--- src/rtl/zymason_pkg.sv ---
// Shared types and constants for the Zymason_Tiny1 entry sequencer.
//   seq_state_t : sequencer FSM states
//   HOLD_DEF / GAP_DEF / SETTLE_DEF : default phase lengths in clock cycles
//   CNT_W       : width of the phase down-counter
//   phase_load  : counter preload value for a phase of a given length
package zymason_pkg;

  localparam int unsigned CNT_W      = 4;
  localparam int unsigned HOLD_DEF   = 4;
  localparam int unsigned GAP_DEF    = 2;
  localparam int unsigned SETTLE_DEF = 3;

  typedef enum logic [2:0] {
    S_IDLE,
    S_WR0,
    S_GAP0,
    S_WR1,
    S_GAP1,
    S_RD,
    S_DONE
  } seq_state_t;

  // A phase of len cycles starts at len-1 and advances when the count reaches 0.
  function automatic logic [CNT_W-1:0] phase_load(input int unsigned len);
    return CNT_W'(len - 1);
  endfunction

endpackage

--- src/rtl/pin_sequencer_timer.sv ---
// seq_timer: loadable phase down-counter with a zero flag.
//   clock_i    : system clock
//   reset_n_i  : synchronous active-low reset (count -> 0)
//   clr_i      : force count to 0 (highest priority after reset)
//   load_i     : load load_val_i
//   load_val_i : preload value
//   zero_o     : count is 0; the counter holds at 0 instead of wrapping
module seq_timer
  import zymason_pkg::*;
(
  input  logic             clock_i,
  input  logic             reset_n_i,
  input  logic             clr_i,
  input  logic             load_i,
  input  logic [CNT_W-1:0] load_val_i,
  output logic             zero_o
);

  logic [CNT_W-1:0] cnt_q;

  always_ff @(posedge clock_i) begin
    if (!reset_n_i) begin
      cnt_q <= '0;
    end else if (clr_i) begin
      cnt_q <= '0;
    end else if (load_i) begin
      cnt_q <= load_val_i;
    end else if (cnt_q != '0) begin
      cnt_q <= cnt_q - 1'b1;
    end
  end

  assign zero_o = (cnt_q == '0);

endmodule

--- src/rtl/pin_sequencer.sv ---
// pin_sequencer: scripted entry controller for the Zymason_Tiny1 lock.
// On start it writes digit 0, then digit 1, then reads back the lock state
// and reports it against an expected value.
//   clock, reset_n      : clock, synchronous active-low reset
//   start, abort        : begin a sequence (IDLE only) / return to IDLE
//   code_in, expect_st  : digits {d1,d0} and expected state, captured on start
//   st_in               : lock st_out feedback
//   RW, sel, pin_in     : lock write strobe, digit select, digit value
//   busy, done          : not IDLE / one-cycle result-valid pulse
//   result_st, match    : sampled st_in and its comparison, held until next start
module pin_sequencer
  import zymason_pkg::*;
#(
  parameter int unsigned HOLD_CYC   = HOLD_DEF,
  parameter int unsigned GAP_CYC    = GAP_DEF,
  parameter int unsigned SETTLE_CYC = SETTLE_DEF
) (
  input  logic       clock,
  input  logic       reset_n,
  input  logic       start,
  input  logic       abort,
  input  logic [7:0] code_in,
  input  logic [1:0] expect_st,
  input  logic [1:0] st_in,
  output logic       RW,
  output logic       sel,
  output logic [3:0] pin_in,
  output logic       busy,
  output logic       done,
  output logic [1:0] result_st,
  output logic       match
);

  seq_state_t       state_q, state_d;
  logic [7:0]       code_q, code_d;
  logic [1:0]       exp_q, exp_d;
  logic             tmr_clr, tmr_load, tmr_zero;
  logic [CNT_W-1:0] tmr_val;
  logic             accept, sample;

  seq_timer u_timer (
    .clock_i    (clock),
    .reset_n_i  (reset_n),
    .clr_i      (tmr_clr),
    .load_i     (tmr_load),
    .load_val_i (tmr_val),
    .zero_o     (tmr_zero)
  );

  always_comb begin
    state_d  = state_q;
    code_d   = code_q;
    exp_d    = exp_q;
    tmr_clr  = 1'b0;
    tmr_load = 1'b0;
    tmr_val  = '0;
    accept   = 1'b0;
    sample   = 1'b0;
    if (abort) begin
      state_d = S_IDLE;
      tmr_clr = 1'b1;
    end else begin
      case (state_q)
        S_IDLE: if (start) begin
          accept   = 1'b1;
          code_d   = code_in;
          exp_d    = expect_st;
          state_d  = S_WR0;
          tmr_load = 1'b1;
          tmr_val  = phase_load(HOLD_CYC);
        end
        S_WR0: if (tmr_zero) begin
          state_d  = S_GAP0;
          tmr_load = 1'b1;
          tmr_val  = phase_load(GAP_CYC);
        end
        S_GAP0: if (tmr_zero) begin
          state_d  = S_WR1;
          tmr_load = 1'b1;
          tmr_val  = phase_load(HOLD_CYC);
        end
        S_WR1: if (tmr_zero) begin
          state_d  = S_GAP1;
          tmr_load = 1'b1;
          tmr_val  = phase_load(GAP_CYC);
        end
        S_GAP1: if (tmr_zero) begin
          state_d  = S_RD;
          tmr_load = 1'b1;
          tmr_val  = phase_load(SETTLE_CYC);
        end
        S_RD: if (tmr_zero) begin
          sample  = 1'b1;
          state_d = S_DONE;
        end
        default: state_d = S_IDLE;
      endcase
    end
  end

  // Outputs are decoded from the next state so they line up with state_q
  // while still being registered; pin_in uses code_d so digit 0 is valid
  // in the first WR0 cycle.
  always_ff @(posedge clock) begin
    if (!reset_n) begin
      state_q   <= S_IDLE;
      code_q    <= '0;
      exp_q     <= '0;
      RW        <= 1'b0;
      sel       <= 1'b0;
      pin_in    <= '0;
      busy      <= 1'b0;
      done      <= 1'b0;
      result_st <= '0;
      match     <= 1'b0;
    end else begin
      state_q <= state_d;
      code_q  <= code_d;
      exp_q   <= exp_d;
      RW      <= (state_d == S_WR0) || (state_d == S_WR1);
      sel     <= (state_d == S_WR1);
      if (state_d == S_WR0) begin
        pin_in <= code_d[3:0];
      end else if (state_d == S_WR1) begin
        pin_in <= code_d[7:4];
      end else begin
        pin_in <= '0;
      end
      busy <= (state_d != S_IDLE);
      done <= (state_d == S_DONE);
      if (accept) begin
        result_st <= '0;
        match     <= 1'b0;
      end else if (sample) begin
        result_st <= st_in;
        match     <= (st_in == exp_q);
      end
    end
  end

endmodule

--- config.mk ---
export PLATFORM = sky130hd
export DESIGN_NAME = pin_sequencer
export DESIGN_NICKNAME = d
export VERILOG_FILES = /design/src/rtl/zymason_pkg.sv /design/src/rtl/pin_sequencer_timer.sv /design/src/rtl/pin_sequencer.sv
export SDC_FILE = /design/constraint.sdc
export NUM_CORES = 1
export LEC_CHECK = 0
export BUFFER_PORTS_ARGS = -buffer_cell sky130_fd_sc_hd__buf_2
export CAP_MARGIN = 10
export CELL_PAD_IN_SITES_DETAIL_PLACEMENT = 0
export CELL_PAD_IN_SITES_GLOBAL_PLACEMENT = 2
export CORE_MARGIN = 4
export CORE_UTILIZATION = 26
export CTS_BUF_LIST = sky130_fd_sc_hd__clkbuf_2
export DETAILED_ROUTE_END_ITERATION = 10
export PLACE_DENSITY = 0.63
export SYNTH_ARGS = -nofsm -noshare
export SYNTH_HDL_FRONTEND = slang
export SYNTH_SLANG_ARGS = --single-unit
export TNS_END_PERCENT = 50
--- constraint.sdc ---
create_clock -name clock -period 2.17 [get_ports clock]
set_input_delay 0.3255 -clock clock [delete_from_list [all_inputs] [get_ports clock]]
set_output_delay 0.3255 -clock clock [all_outputs]
set_load 0.05 [all_outputs]
Yosys cells after proc, flatten, opt, wreduce, memory -nomap -nowiden
Cells that the tools add are included.

word-level totals
  memory bits (writable) = 0
  word-level logic and storage cells = 64
  bits in registers = 28
  input bits = 16
  memories = 0
  bits in read-only memories = 0
  latch bits = 0

cells by class
  divide/modulo/power cells = 0
  multiply operators = 0
  equality and inequality tests = 9
  shift-type cells = 0
  mux-type cells = 30
  $lt $le $gt $ge = 0
  bitwise operators = 2
  reductions and logical operators = 11
  add/sub/neg operators = 1

operators with widths
  kind                                                                   count
  8-bit two-way mux                                                      3
  3-bit two-way mux                                                      7
  3-bit one-hot mux with 6 select lines                                  1
  4-bit two-way mux                                                      4
  3-bit by 2-bit equality test with 1-bit output, second input constant  3
  3-bit equality test, second input constant                             3
  1-bit two-way mux                                                      9
  2-bit two-way mux                                                      4
  2-bit one-hot mux with 4 select lines                                  1
  3-bit by 1-bit equality test with 1-bit output, second input constant  2
  2-bit OR reduction                                                     3
  4-bit zero test                                                        1
  4-bit nonzero test                                                     1
  4-bit OR reduction                                                     1
  4-bit by 1-bit subtractor with 4-bit output, second input constant     1
  3-bit zero test                                                        1
  3-bit AND reduction                                                    1
  3-bit nonzero test                                                     1
  2-bit equality test                                                    1
  1-bit NOT                                                              2
  1-bit one-hot mux with 2 select lines                                  1
  2-bit nonzero test                                                     1
  1-bit logical OR                                                       1

Longest topological paths before layout
  depth in word-level cells = 7
  mapped depth = 7
  depth with buffers taken out = 6

By module
A second synthesis with hierarchy kept.

unflattened totals
  cells, all modules = 136
  area, all modules = 1287.5 µm²

modules (own cells, without submodules)
  module         area an instance (µm²)  seq. area each (µm²)  cells an instance  times used
  pin_sequencer  1027.2                  480.5                 107                1
  seq_timer      260.2                   80.1                  29                 1

Worst setup path before layout
Ideal clock, no wire load.

  path type = register -> register
  from = register u_timer.cnt_q[0]
  to = register match
  library setup time = 0.070 ns
  slack = 0.412 ns
  arrival time = 1.688 ns
  stages on the path, launching flop included = 8
  required time = 2.100 ns
  buffers on the path = 1
  cells stage by stage = dfxtp_1 inv_1 ha_1 nand4bb_4 or3_1 clkbuf_2 or3_1 a21oi_1

between the ends
  longest elaborated chain between the ends = 4

RTL lines
  what                      RTL line                   text
  start: declaration        pin_sequencer_timer.sv:19  logic [CNT_W-1:0] cnt_q;
  start signal: assignment  pin_sequencer_timer.sv:27  cnt_q <= load_val_i;
  start signal: assignment  pin_sequencer_timer.sv:29  cnt_q <= cnt_q - 1'b1;
  4-bit zero test           pin_sequencer_timer.sv:33  assign zero_o = (cnt_q == '0);
  1-bit two-way mux         pin_sequencer.sv:92        S_RD: if (tmr_zero) begin
  1-bit two-way mux         pin_sequencer.sv:63        case (state_q)
  1-bit two-way mux         pin_sequencer.sv:59        if (abort) begin
  end signal: assignment    pin_sequencer.sv:136       match <= (st_in == exp_q);
  end: declaration          pin_sequencer.sv:31        output logic match

Every way passes these cells.
A chain may end at the register's enable or synchronous reset.

Final worst setup path
Same ends and word-level chain as after synthesis.

==> results.toml <==
[status]
status = "finished, final reports clean"

[worst_setup_path]
endpoint_kind = "register"
cp_common_cell = "or3_1"
cp.depth = 6
cp.required_ps = 2500
cp_top_family = "simple AND/OR/NAND/NOR gates"
slowest_stage = "or3_1"
r2r_cells = 6
cp_max_fo = 5
cp_cell_sequence = "inv_1, ha_1, nand4bb_4, or3_1, or3_1, a21oi_1"
path_buf_inv = 1
startpoint_type = "register"
slowest_delay_ps = 470
arrival_ps = 2210
crit_type = "register to register"

[clocking]
cts_tree = "built"
clk_latency_ps = 360
holdBufCountCts = 0
cts-root-buf = "clkbuf_2"
cts_setup_buffers = 0
cts_buffer_depth = 2
cts_resized = 0
cts_max_level = 1
path_clk_slew_ps = 260
numCtsBuffers = 3
clock_sinks = 28

[routing]
dr_wl_met3_um = 113
vias_per_cell = 4.566
totalWireLength_mm = 2.580
ant_nets = 0
wl_met1_mm = 1.197
drc = 0
firstDrtPassIters = 4
dr_wl_met2_mm = 1.246
num_vias = 936
top_layer = "met4"
wl_per_cell_um = 12.59
drt_iter0_markers = 39

[finish]
nFillCells = 484
layout_common_cells = "dfxtp_1, buf_2, nor2_1, mux2i_1, a21oi_1"
finalNonFillerCells = 205
multi_input_area_sq_um = 583.1
insertedDiodeCount = 0
final_util_pct = 32.51
drive_gt1_share_pct = 24.84
finalNetCount = 171
final_common_cell = "dfxtp_1"
area_growth_pct = 19.64
seq_area_sq_um = 560.5

[power_and_ir_drop]
swShare_pct = 25.59
p_comb_share_pct = 17.0
irDropWorstVdd_mv = 0.3617
pwr-share-seq_pct = 53.0
internal-power_uw = 774.5
cellLeakagePower_nw = 0.6610
total_power_mw = 1.041
powerDensity_nw_per_um2 = 730.3
p_switching_uw = 266.4
p_clk_share_pct = 30.0

[synthesis]
synth_top_family_by_area = "simple AND/OR/NAND/NOR gates"
muxShareOfSynthArea_pct = 12.71
ys_seq_area_share_pct = 47.06
synth_area_sq_um = 1191
synth-xor-area-share_pct = 3.676
yosys-top-cells-area = "dfxtp_1, mux2i_1, nor2_1"
synth_simple_gate_area_share_pct = 19.75
synth_cell_types = 33
synthesis.nets = 144
netlist.area_leader.share_pct = 47.06
synth_compound_area_share_pct = 11.76
yosysWarningCount = 0
synth_fa_ha_area_share_pct = 1.050
netlist_instances = 127
yosysTopAreaCell = "dfxtp_1"
postSynthAreaPerCell_sq_um = 9.379
ys_seq_elements = 28

[global_route]
first_global_vias = 884
antenna_found_initial = 0
grt_pass1_wl_mm = 4.071
overflow = 0
track_usage_pct = 9.498
grt_start_max_net_pins = 17

[floorplan]
fp.dieW_um = 75.69
fp.coreArea_sq_um = 4384
num_rows = 24
io_pins = 27
initial_core_util_pct = 27.17
die_h_um = 75.69
die_area_sq_um = 5728

[min_path]
worstHoldPathCells = 3
hp-class = "primary input to register"

[placement]
dpl.hpwl_mm = 1.950
place_inst = 201
place_congestion = 0.7576
pre_cts_ws_ps = 309.0
io_buffers = 26

[timing]
drv_slew = 0
setup-tns-final_ps = 0
skew_ps = 8.125
fin_crit_sh_pct = 86.98
fin_ws_ps = 282.6
max_slew_margin_pct = 67.22
hold_viol = 0
setup_viol = 0
worst_slew_pin_slew_ps = 491.2
rsz0062_at_grt = "no"
fin_crit_ps = 1887
fmax_mhz = 529.8

[run]
drv_cap = 0
-- power by group through the flow --
| stage | logic, mW | clock network (mW) | registers, mW |
|---|---|---|---|
| floorplan | 0.117 | 0 | 0.571 |
| global placement | 0.180 | 0 | 0.561 |
| detailed placement | 0.178 | 0 | 0.562 |
| CTS | 0.179 | 0.328 | 0.553 |
| global route | 0.198 | 0.349 | 0.556 |
| finish | 0.177 | 0.312 | 0.552 |
-- Yosys cell counts --
library cell,instances
inv_1,5
mux2i_1,14
nor3b_2,1
nand4bb_4,1
buf_2,1
or3b_2,1
or3_4,1
nand2_1,4
nor2_1,22
nor4_1,1
nand2b_1,3
nand3_1,2
o32ai_1,1
nor2b_1,1
nor3_1,3
o2111ai_1,1
o21ai_0,4
o22ai_1,4
xor2_1,2
xnor2_1,3
dfxtp_1,28
clkbuf_1,5
o31ai_1,1
mux2_2,1
o21bai_1,1
ha_1,1
o21a_1,1
nor4b_1,1
clkbuf_2,1
a21oi_1,8
a22oi_1,1
or3_1,2
a211oi_1,1
-- sequential cells by signal, indices dropped and copies added (netlist names) --
name           count
done               1
RW                 1
code_q             8
match              1
busy               1
result_st          2
state_q            3
pin_in             4
exp_q              2
u_timer.cnt_q      4
sel                1
-- final timing paths --
kind / start / to / slack [ps]
max: u_timer.cnt_q[0] / match / 280
max reg2reg: u_timer.cnt_q[0] / match / 280
min reg2reg: match / match / 470
min: expect_st[0] / exp_q[0] / 170
-- worst reg2reg max path, cell delays in order, from the launching register on --
cell       delay (ps)
dfxtp_1           390
inv_1              60
ha_1              250
nand4bb_4         140
or3_1             470
or3_1             410
a21oi_1           140
-- area by class of cell --
class,count,share of cell area (%)
flip-flops and latches,28,39.33
multi-input cells,87,40.91
well taps,52,4.565
inverters,5,1.317
clock buffers,3,1.054
repair buffers,29,10.71
clock inverters,1,2.107
-- routing by layer --
metal	GRT usage (%)	vias up
met5	0	-
met3	2.902	2
li1	-	490
met1	11.85	429
met2	15.72	15
met4	2.913	0
-- cell families after synthesis --
logic type               after synthesis
AO/OA/AOI/OAI                         23
XOR/XNOR                               5
adder cells (fa/ha/maj)                1
buffers and inverters                 12
flip-flops                            28
multiplexers                          15
AND/OR/NAND/NOR                       43
-- per-stage QoR --
| stage | cell area [sq um] | hold WS (ps) |
|---|---|---|
| finish | 1425 | 167.9 |
| global route | 1425 | 128.1 |
| CTS | 1425 | 146.6 |
| detailed placement | 1380 | 449.2 |
| global placement | 1380 | 436.0 |
| floorplan | 1191 | 459.8 |
Power figures use the tool's default switching activity.
